File: src/rtl/counter_arb_pkg.sv
`default_nettype none
// +------------------------------------------------------------------+
// | counter_arb_pkg : shared types and sizes for the counter arbiter |
// | Rev 1.0                                                          |
// +------------------------------------------------------------------+
package counter_arb_pkg;

  localparam int NREQ   = 2;
  localparam int STEP_W = 3;

  typedef enum logic [1:0] {
    IDLE = 2'd0,
    RUN  = 2'd1,
    DONE = 2'd2
  } state_t;

  function automatic logic [NREQ-1:0] owner_onehot(input logic idx);
    return idx ? 2'b10 : 2'b01;
  endfunction

endpackage
`default_nettype wire

File: src/rtl/rr_arbiter2.sv
`default_nettype none
// +------------------------------------------------------------------+
// | rr_arbiter2 : two-way round-robin pick against last-served index |
// | Rev 1.0                                                          |
// +------------------------------------------------------------------+
module rr_arbiter2
  import counter_arb_pkg::*;
(
  input  logic [NREQ-1:0] req,
  input  logic            last,
  output logic [NREQ-1:0] win
);

  always_comb begin
    win = '0;
    case (req)
      2'b01:   win = 2'b01;
      2'b10:   win = 2'b10;
      // On a tie the requester that was not served last goes first.
      2'b11:   win = last ? 2'b01 : 2'b10;
      default: win = '0;
    endcase
  end

endmodule
`default_nettype wire

File: src/rtl/up_down_counter_arbiter.sv
`default_nettype none
// +------------------------------------------------------------------+
// | up_down_counter_arbiter : grants one requester at a time and     |
// | drives cnt_up/cnt_down for its latched step count.  Rev 1.0      |
// +------------------------------------------------------------------+
module up_down_counter_arbiter #(
  parameter int NREQ   = counter_arb_pkg::NREQ,
  parameter int STEP_W = counter_arb_pkg::STEP_W
) (
  input  logic              clk,
  input  logic              reset_n,
  input  logic [NREQ-1:0]   req,
  input  logic [NREQ-1:0]   dir,
  input  logic [STEP_W-1:0] steps0,
  input  logic [STEP_W-1:0] steps1,
  output logic [NREQ-1:0]   gnt,
  output logic [NREQ-1:0]   done,
  output logic              busy,
  output logic              cnt_up,
  output logic              cnt_down
);

  import counter_arb_pkg::*;

  state_t            r_state, w_state;
  logic              r_owner, w_owner;
  logic              r_dir,   w_dir;
  logic              r_last,  w_last;
  logic [STEP_W-1:0] r_rem,   w_rem;
  logic [NREQ-1:0]   r_gnt,   w_gnt;
  logic [NREQ-1:0]   r_done,  w_done;
  logic              r_busy,  w_busy;
  logic              r_up,    w_up;
  logic              r_down,  w_down;

  logic [NREQ-1:0]   w_win;
  logic [STEP_W-1:0] w_sel_steps;

  rr_arbiter2 u_rr (
    .req  (req),
    .last (r_last),
    .win  (w_win)
  );

  assign w_sel_steps = w_win[1] ? steps1 : steps0;

  always_ff @(posedge clk or negedge reset_n) begin
    if (!reset_n) begin
      r_state <= IDLE;
      r_owner <= 1'b0;
      r_dir   <= 1'b0;
      r_last  <= 1'b1;
      r_rem   <= '0;
      r_gnt   <= '0;
      r_done  <= '0;
      r_busy  <= 1'b0;
      r_up    <= 1'b0;
      r_down  <= 1'b0;
    end else begin
      r_state <= w_state;
      r_owner <= w_owner;
      r_dir   <= w_dir;
      r_last  <= w_last;
      r_rem   <= w_rem;
      r_gnt   <= w_gnt;
      r_done  <= w_done;
      r_busy  <= w_busy;
      r_up    <= w_up;
      r_down  <= w_down;
    end
  end

  always_comb begin
    w_state = r_state;
    w_owner = r_owner;
    w_dir   = r_dir;
    w_last  = r_last;
    w_rem   = r_rem;
    w_gnt   = '0;
    w_done  = '0;
    w_up    = 1'b0;
    w_down  = 1'b0;
    case (r_state)
      IDLE: begin
        if (|w_win) begin
          w_owner = w_win[1];
          w_dir   = |(dir & w_win);
          w_gnt   = w_win;
          if (w_sel_steps != '0) begin
            // First pulse rides with the grant, so the remainder starts at steps-1.
            w_state = RUN;
            w_rem   = w_sel_steps - STEP_W'(1);
            w_up    = w_dir;
            w_down  = ~w_dir;
          end else begin
            w_state = DONE;
            w_rem   = '0;
            w_last  = w_win[1];
          end
        end
      end
      RUN: begin
        if (r_rem != '0) begin
          w_rem  = r_rem - STEP_W'(1);
          w_up   = r_dir;
          w_down = ~r_dir;
        end else begin
          w_state = DONE;
          w_done  = owner_onehot(r_owner);
          w_last  = r_owner;
        end
      end
      DONE: begin
        // Entered straight from IDLE (zero steps): done has not fired yet.
        if (r_done != '0) begin
          w_state = IDLE;
        end else begin
          w_done = owner_onehot(r_owner);
        end
      end
      default: w_state = IDLE;
    endcase
    w_busy = (w_state != IDLE);
  end

  assign gnt      = r_gnt;
  assign done     = r_done;
  assign busy     = r_busy;
  assign cnt_up   = r_up;
  assign cnt_down = r_down;

endmodule
`default_nettype wire

File: config.mk
export PLATFORM = sky130hd
export DESIGN_NAME = up_down_counter_arbiter
export DESIGN_NICKNAME = d
export VERILOG_FILES = /design/src/rtl/counter_arb_pkg.sv /design/src/rtl/rr_arbiter2.sv /design/src/rtl/up_down_counter_arbiter.sv
export SDC_FILE = /design/constraint.sdc
export NUM_CORES = 1
export LEC_CHECK = 0
export CAP_MARGIN = 15
export CORE_MARGIN = 4
export CORE_UTILIZATION = 45
export DETAILED_ROUTE_END_ITERATION = 8
export PLACE_DENSITY_LB_ADDON = 0.3
export SLEW_MARGIN = 30
export SYNTH_ARGS = -nofsm -noshare
export SYNTH_HDL_FRONTEND = slang
export SYNTH_SLANG_ARGS = --single-unit
File: constraint.sdc
create_clock -name clk -period 1.77 [get_ports clk]
set_input_delay 0.354 -clock clk [delete_from_list [all_inputs] [get_ports clk]]
set_output_delay 0.354 -clock clk [all_outputs]
set_load 0.05 [all_outputs]
==> run metrics, run 1 <==
outcome complete, but fails checks; failing checks negative setup slack; TritonRoute pass-1 iters 4; Synthesis Warnings 0; Die ar. ~2800 µm²; GPL Wtd Cong 0.874; crit path kind register to register; final instance area between 1000 and 1500 µm²; nets between 150 and 200; total track usage 18.8%; Routed wire per std cell 13.9 µm; Levels on crit path 7; # setup viols final 1; WP buf/inv 1; Avg Inst Size Synth 10.0 µm²; most frequent cells in the layout buf_4 (23), dfrtp_1 (14), inv_1 (9), clkdlybuf4s50_1 (9), nand2_1 (8); Period Utilization, post-route 103%; Max stage delay on crit path about 400 ps; max-slew violations 0; Critical path origin r_last; Area Growth Syn to Fin 44.2%; relative slew slack between 70% and 80%; number of I/O port buffers 18; final WL about 2.2 mm; VDD IR max approximately 0.0009 V; simple-gate share of the synthesized area between 10% and 20%; vias in the first global route 848; post-synthesis cell type count 33; initial antenna violation count 0; grt total ovfl 0; final core area utilization 67.8%; CP max FO 5; TritonCTS clock tree done; CP dominant cell by count a211oi_2; CTS Buf Count 3; Antenna Cells 0; worst hold path class input pin to asynchronous set/reset pin; ANT nets after route 0; Clock Tree Buf Depth 2; die height ~53 µm; Worst Reg-to-Reg Cells 7; Crit path required time 1940 ps; Clock Latency Late Sink around 290 ps; # clock sinks 15; Top FF cell, synth dfrtp_1; drc violations 0; reg-to-reg slack, setup -50 ps; fraction of layout cells with a size suffix above 1 35.4%; Leak ~0.00062 µW; first-pass GRT wire length between 3 and 4 mm; compound-gate portion of the synthesized area 21.2%; FMAX ~0.55 GHz; # hold bufs at CTS 0; Post-Synthesis Cell Area roughly 920 µm²; Setup crit end kind register; HPWL Detailed approximately 1.7 mm; vias between 800 and 900; largest family of logic cells by synthesized area compound AO/OA/AOI/OAI gates; Layout Cells excl Fill between 150 and 200; Synth Register Bits 15; Setup WS post-layout -54.3 ps; CP Launch Type register; clk root buf clkbuf_4; number of core rows 16; pin count of the biggest net entering global routing 16; worst path cell trace a21boi_4 > mux2i_2 > ha_2 > inv_2 > a211oi_2 > a211oi_2 > or2_1; Post-Synth XOR/XNOR Area 0%; synthesized instance count 92; Die W between 50 and 60 µm; CP arrival 2000 ps; # placed instances 150; Synth Area in Adders 12.2%; Worst Max-Slew Pin Slew 364 ps; P per Cell Area between 1500 and 2000 nW/µm²; RSZ-0062 raised after global routing true; CP max-delay cell dfstp_2; Initial Util 47.0%; # IOs 19; Vias per Instance between 5 and 6; dpl cell area between 1000 and 1500 µm²; RR Startpoint r_last; max-cap violations 0; sequential share of the synthesized area roughly two fifths; syn nets 113; Clock Skew approximately 5.4 ps; Tmin final between 1500 and 2000 ps; EDFF count, synth 0; htree depth 1; clock-pin slew on the worst setup and hold paths roughly 100 ps; Final Hold Fails 0; Largest delay share family, worst path compound AO/OA/AOI/OAI gates; Core Box Area between 1500 and 2000 µm²; mux contribution to synthesized area 6.11%; asr flop ratio synth 100%; most common cell after layout, fill and taps aside buf_4; DRT iter0 DRCs 12
==> path summary, 6_finish.rpt <==
kind / end
worst max-delay path: busy
worst min-delay path: r_rem[0]
worst max register to register: busy
worst min register to register: done[0]
max in group asynchronous: r_last
min in group clk: done[0]
==> Yosys cell counts, types with 2 or more instances <==
cell      count  share of area, %
o21ai_1       2               1.1
nor3b_1       2               1.6
o21a_1        2               1.6
o21ai_0       4               2.2
nand2_1       9               3.7
ha_1          9                12
nand2b_1      3               2.0
nor2_1        6               2.4
dfrtp_1      14                38
mux2i_1       3               3.3
a21oi_1       6               3.3
inv_1        10               4.1
a211oi_1      2               1.6
==> sequential cells by signal, summed over array words and instances (netlist names) <==
| name | count |
|---|---|
| r_rem | 3 |
| done | 2 |
| gnt | 2 |
| r_state | 2 |
| busy | 1 |
| cnt_down | 1 |
| cnt_up | 1 |
| r_dir | 1 |
| r_last | 1 |
| r_owner | 1 |
==> logic make-up after synthesis <==
| family | count (synthesis) |
|---|---|
| AO/OA/AOI/OAI | 26 |
| AND/OR/NAND/NOR | 26 |
| flip-flops | 15 |
| buffers and inverters | 11 |
| adder cells (fa/ha/maj) | 9 |
| multiplexers | 5 |
==> final cells by class <==
cell class	instances	area (µm²)
Clock inverter	1	5.00
Inverter	10	37.5
Clock buffer	3	22.5
Fill cell	172	632
Timing Repair Buffer	35	292
Tap cell	27	33.8
Multi-Input combinational cell	66	563
Sequential cell	15	377
==> worst register-to-register path: cells and delay by family, from the launching register on <==
kind                     cells  cell delay [ps]
AO/OA/AOI/OAI                3              550
buffers and inverters        1               50
multiplexers                 1              270
AND/OR/NAND/NOR              1              220
adder cells (fa/ha/maj)      1              220
flip-flops                   1              400
==> where the power goes <==
group / switching [µW] / total (µW) / leakage (µW) / internal [µW]
clock network: 118 / 202 / 0.0000177 / 84.0
registers: 88.5 / 588 / 0.000186 / 500
logic: 702 / 1240 / 0.000418 / 541
==> layer usage <==
layer | wire, µm | vias up | track usage [%]
li1 | - | 398 | -
met1 | 934 | 412 | 22.6
met2 | 1110 | 22 | 30.8
met3 | 85 | 6 | 3.94
met4 | 51 | 0 | 9.79
met5 | 0 | - | 0
==> repair_timing <==
item / CTS / global route
setup buffers: 1 / 2
pin swaps: 3 / 5
gates resized for setup: 5 / 9
endpoints found under the setup margin: 3 / 6
==> through the flow <==
stage | setup TNS (ps) | hold WS (ps) | power, µW | setup WS [ps]
floorplan | -18.3 | 58.4 | 1360 | -18.3
global placement | -2390 | 474 | 1680 | -448
detailed placement | -2720 | 482 | 1720 | -488
CTS | -50.0 | 364 | 1960 | -31.8
global route | -325 | 369 | 2210 | -155
finish | -54.3 | 364 | 2030 | -54.3
(Power assumes the default switching activity.)
==> inputs of run 2 (changes only) <==
--- a/config.mk
+++ b/config.mk
@@ -10,6 +10,7 @@
 export CORE_UTILIZATION = 45
 export DETAILED_ROUTE_END_ITERATION = 8
 export PLACE_DENSITY_LB_ADDON = 0.3
+export SKIP_LAST_GASP = 1
 export SLEW_MARGIN = 30
 export SYNTH_ARGS = -nofsm -noshare
 export SYNTH_HDL_FRONTEND = slang
==> run metrics, run 2 (same netlist as run 1, synthesis figures left out) <==
outcome complete, but fails checks; failing checks negative setup slack; CP arrival 2000 ps (about the same); fraction of layout cells with a size suffix above 1 35.4% (unchanged); HPWL Detailed 1.68 mm (unchanged); Worst Reg-to-Reg Cells 7 (unchanged); FMAX 0.548 GHz (about the same); P per Cell Area 1530 nW/µm² (about the same); Die W 53.3 µm (unchanged); Initial Util 47.0% (unchanged); worst hold path class input pin to asynchronous set/reset pin; htree depth 1 (unchanged); Crit path required time 1950 ps (about the same); DRT iter0 DRCs 13 (+1); Top reg by flops r_rem; Clock Skew 3.93 ps (-1.46 ps); Worst Max-Slew Pin Slew 388 ps (+24.3 ps); ANT nets after route 0 (unchanged); first-pass GRT wire length 3.71 mm (unchanged); reg-to-reg slack, setup -50 ps (about the same); Setup crit end kind register; Final Hold Fails 0 (unchanged); max reg flops 3 (unchanged); # placed instances 150 (unchanged); Area Growth Syn to Fin 43.6%; CP Launch Type register; most common cell after layout, fill and taps aside buf_4; R2R Path End busy; initial antenna violation count 0 (unchanged); total power 2020 µW (-0.50%); Core Box Area 1960 µm² (unchanged); TritonRoute pass-1 iters 4 (unchanged); pin count of the biggest net entering global routing 16 (unchanged); number of I/O port buffers 18 (unchanged); die height 53.3 µm (unchanged); total track usage 18.8% (unchanged); Antenna Cells 0 (unchanged); max-cap violations 0 (unchanged); setup_tns -54.4 ps (-0.151 ps); Routed wire per std cell 14.0 µm (+0.37%); clock-pin slew on the worst setup and hold paths 100 ps (about the same); most frequent cells in the layout buf_4 (23), dfrtp_1 (14), inv_1 (9), clkdlybuf4s50_1 (9), nand2_1 (8); max-slew violations 0 (unchanged); number of core rows 16 (unchanged); # hold bufs at CTS 0 (unchanged); Layout Cells excl Fill 157 (unchanged); VDD IR max 0.000904 V (-1.0%); RR Startpoint r_last; vias 841 (+0.36%); drc violations 0 (unchanged); GPL Wtd Cong 0.874 (unchanged); # IOs 19 (unchanged); final WL 2.19 mm (+0.37%); # setup viols final 1 (unchanged); Tmin final 1820 ps (+0.151 ps); Vias per Instance 5.36 (+0.36%); Die ar. 2840 µm² (unchanged); critical path endpoint busy; RSZ-0062 raised after global routing true; crit path kind register to register; Period Utilization, post-route 103% (about the same); relative slew slack 74.1% (-1.6 points); vias in the first global route 848 (unchanged); # clock sinks 15 (unchanged); CP max FO 5 (unchanged); CTS Buf Count 3 (unchanged); nets 152 (unchanged); grt total ovfl 0 (unchanged); TritonCTS clock tree done; Clock Tree Buf Depth 2 (unchanged); Setup WS post-layout -54.4 ps (-0.151 ps); clk root buf clkbuf_4; Clock Latency Late Sink 290 ps (about the same); Critical path origin r_last; Post-Place Setup Slack -488 ps (unchanged); Leak 0.000619 µW (-0.46%)
-- run 2: cell counts in the layout (fill, tap and decap cells not counted) --
Identical to the previous run, type by type.
-- run 2: worst min-delay path by stage --
stage / end / cells past startpoint / startpoint
after floorplan: busy / 0 / reset_n
after global placement: r_rem[0] / 1 / r_rem[0]
after detailed placement: done[0] / 1 / r_owner
after CTS: r_rem[0] / 2 / reset_n
after global routing: gnt[1] / 2 / reset_n
final: r_rem[0] / 2 / reset_n
-- run 2: layer usage --
metal / vias up / global-route usage (%) / share of wire, %
li1: 397 / - / -
met1: 414 / 22.6 / 43
met2: 22 / 30.8 / 50
met3: 8 / 3.94 / 4.0
met4: 0 / 9.79 / 2.8
met5: - / 0 / 0
-- run 2: worst max-delay path, stage by stage (launching register included) --
cell	delay (ps)
dfstp_2	400
a21boi_4	240
mux2i_2	270
ha_2	220
inv_2	50
a211oi_2	200
a211oi_2	110
or2_1	220
-- run 2: area by class of cell --
type                            count  area, µm²
Clock inverter                      1       5.00
Multi-Input combinational cell     66        557
Sequential cell                    15        377
Clock buffer                        3       22.5
Tap cell                           27       33.8
Timing Repair Buffer               35        292
Fill cell                         174        638
Inverter                           10       37.5
-- run 2: power breakdown --
part	switching, µW	internal (µW)	leakage, µW	total, µW
Clock	119	84.0	0.0000177	203
Sequential	88.5	500	0.000186	588
Combinational	700	533	0.000415	1230
Total	907	1120	0.000619	2020
-- run 2: what timing repair did --
item / 4_1_cts / 5_1_grt
gates resized for setup: 5 / 7
pin swaps: 3 / 5
buffers inserted: 1 / 2
endpoints found under the setup margin: 3 / 6
-- run 2: through the flow --
stage / hold slack, ps / area [µm²] / util (%)
after floorplan: 58.4 / 938 / -
after global placement: 474 / 1230 / 62.9
after detailed placement: 482 / 1230 / 62.9
after CTS: 364 / 1280 / 65.2
after global routing: 369 / 1320 / 67.5
final: 363 / 1320 / 67.5
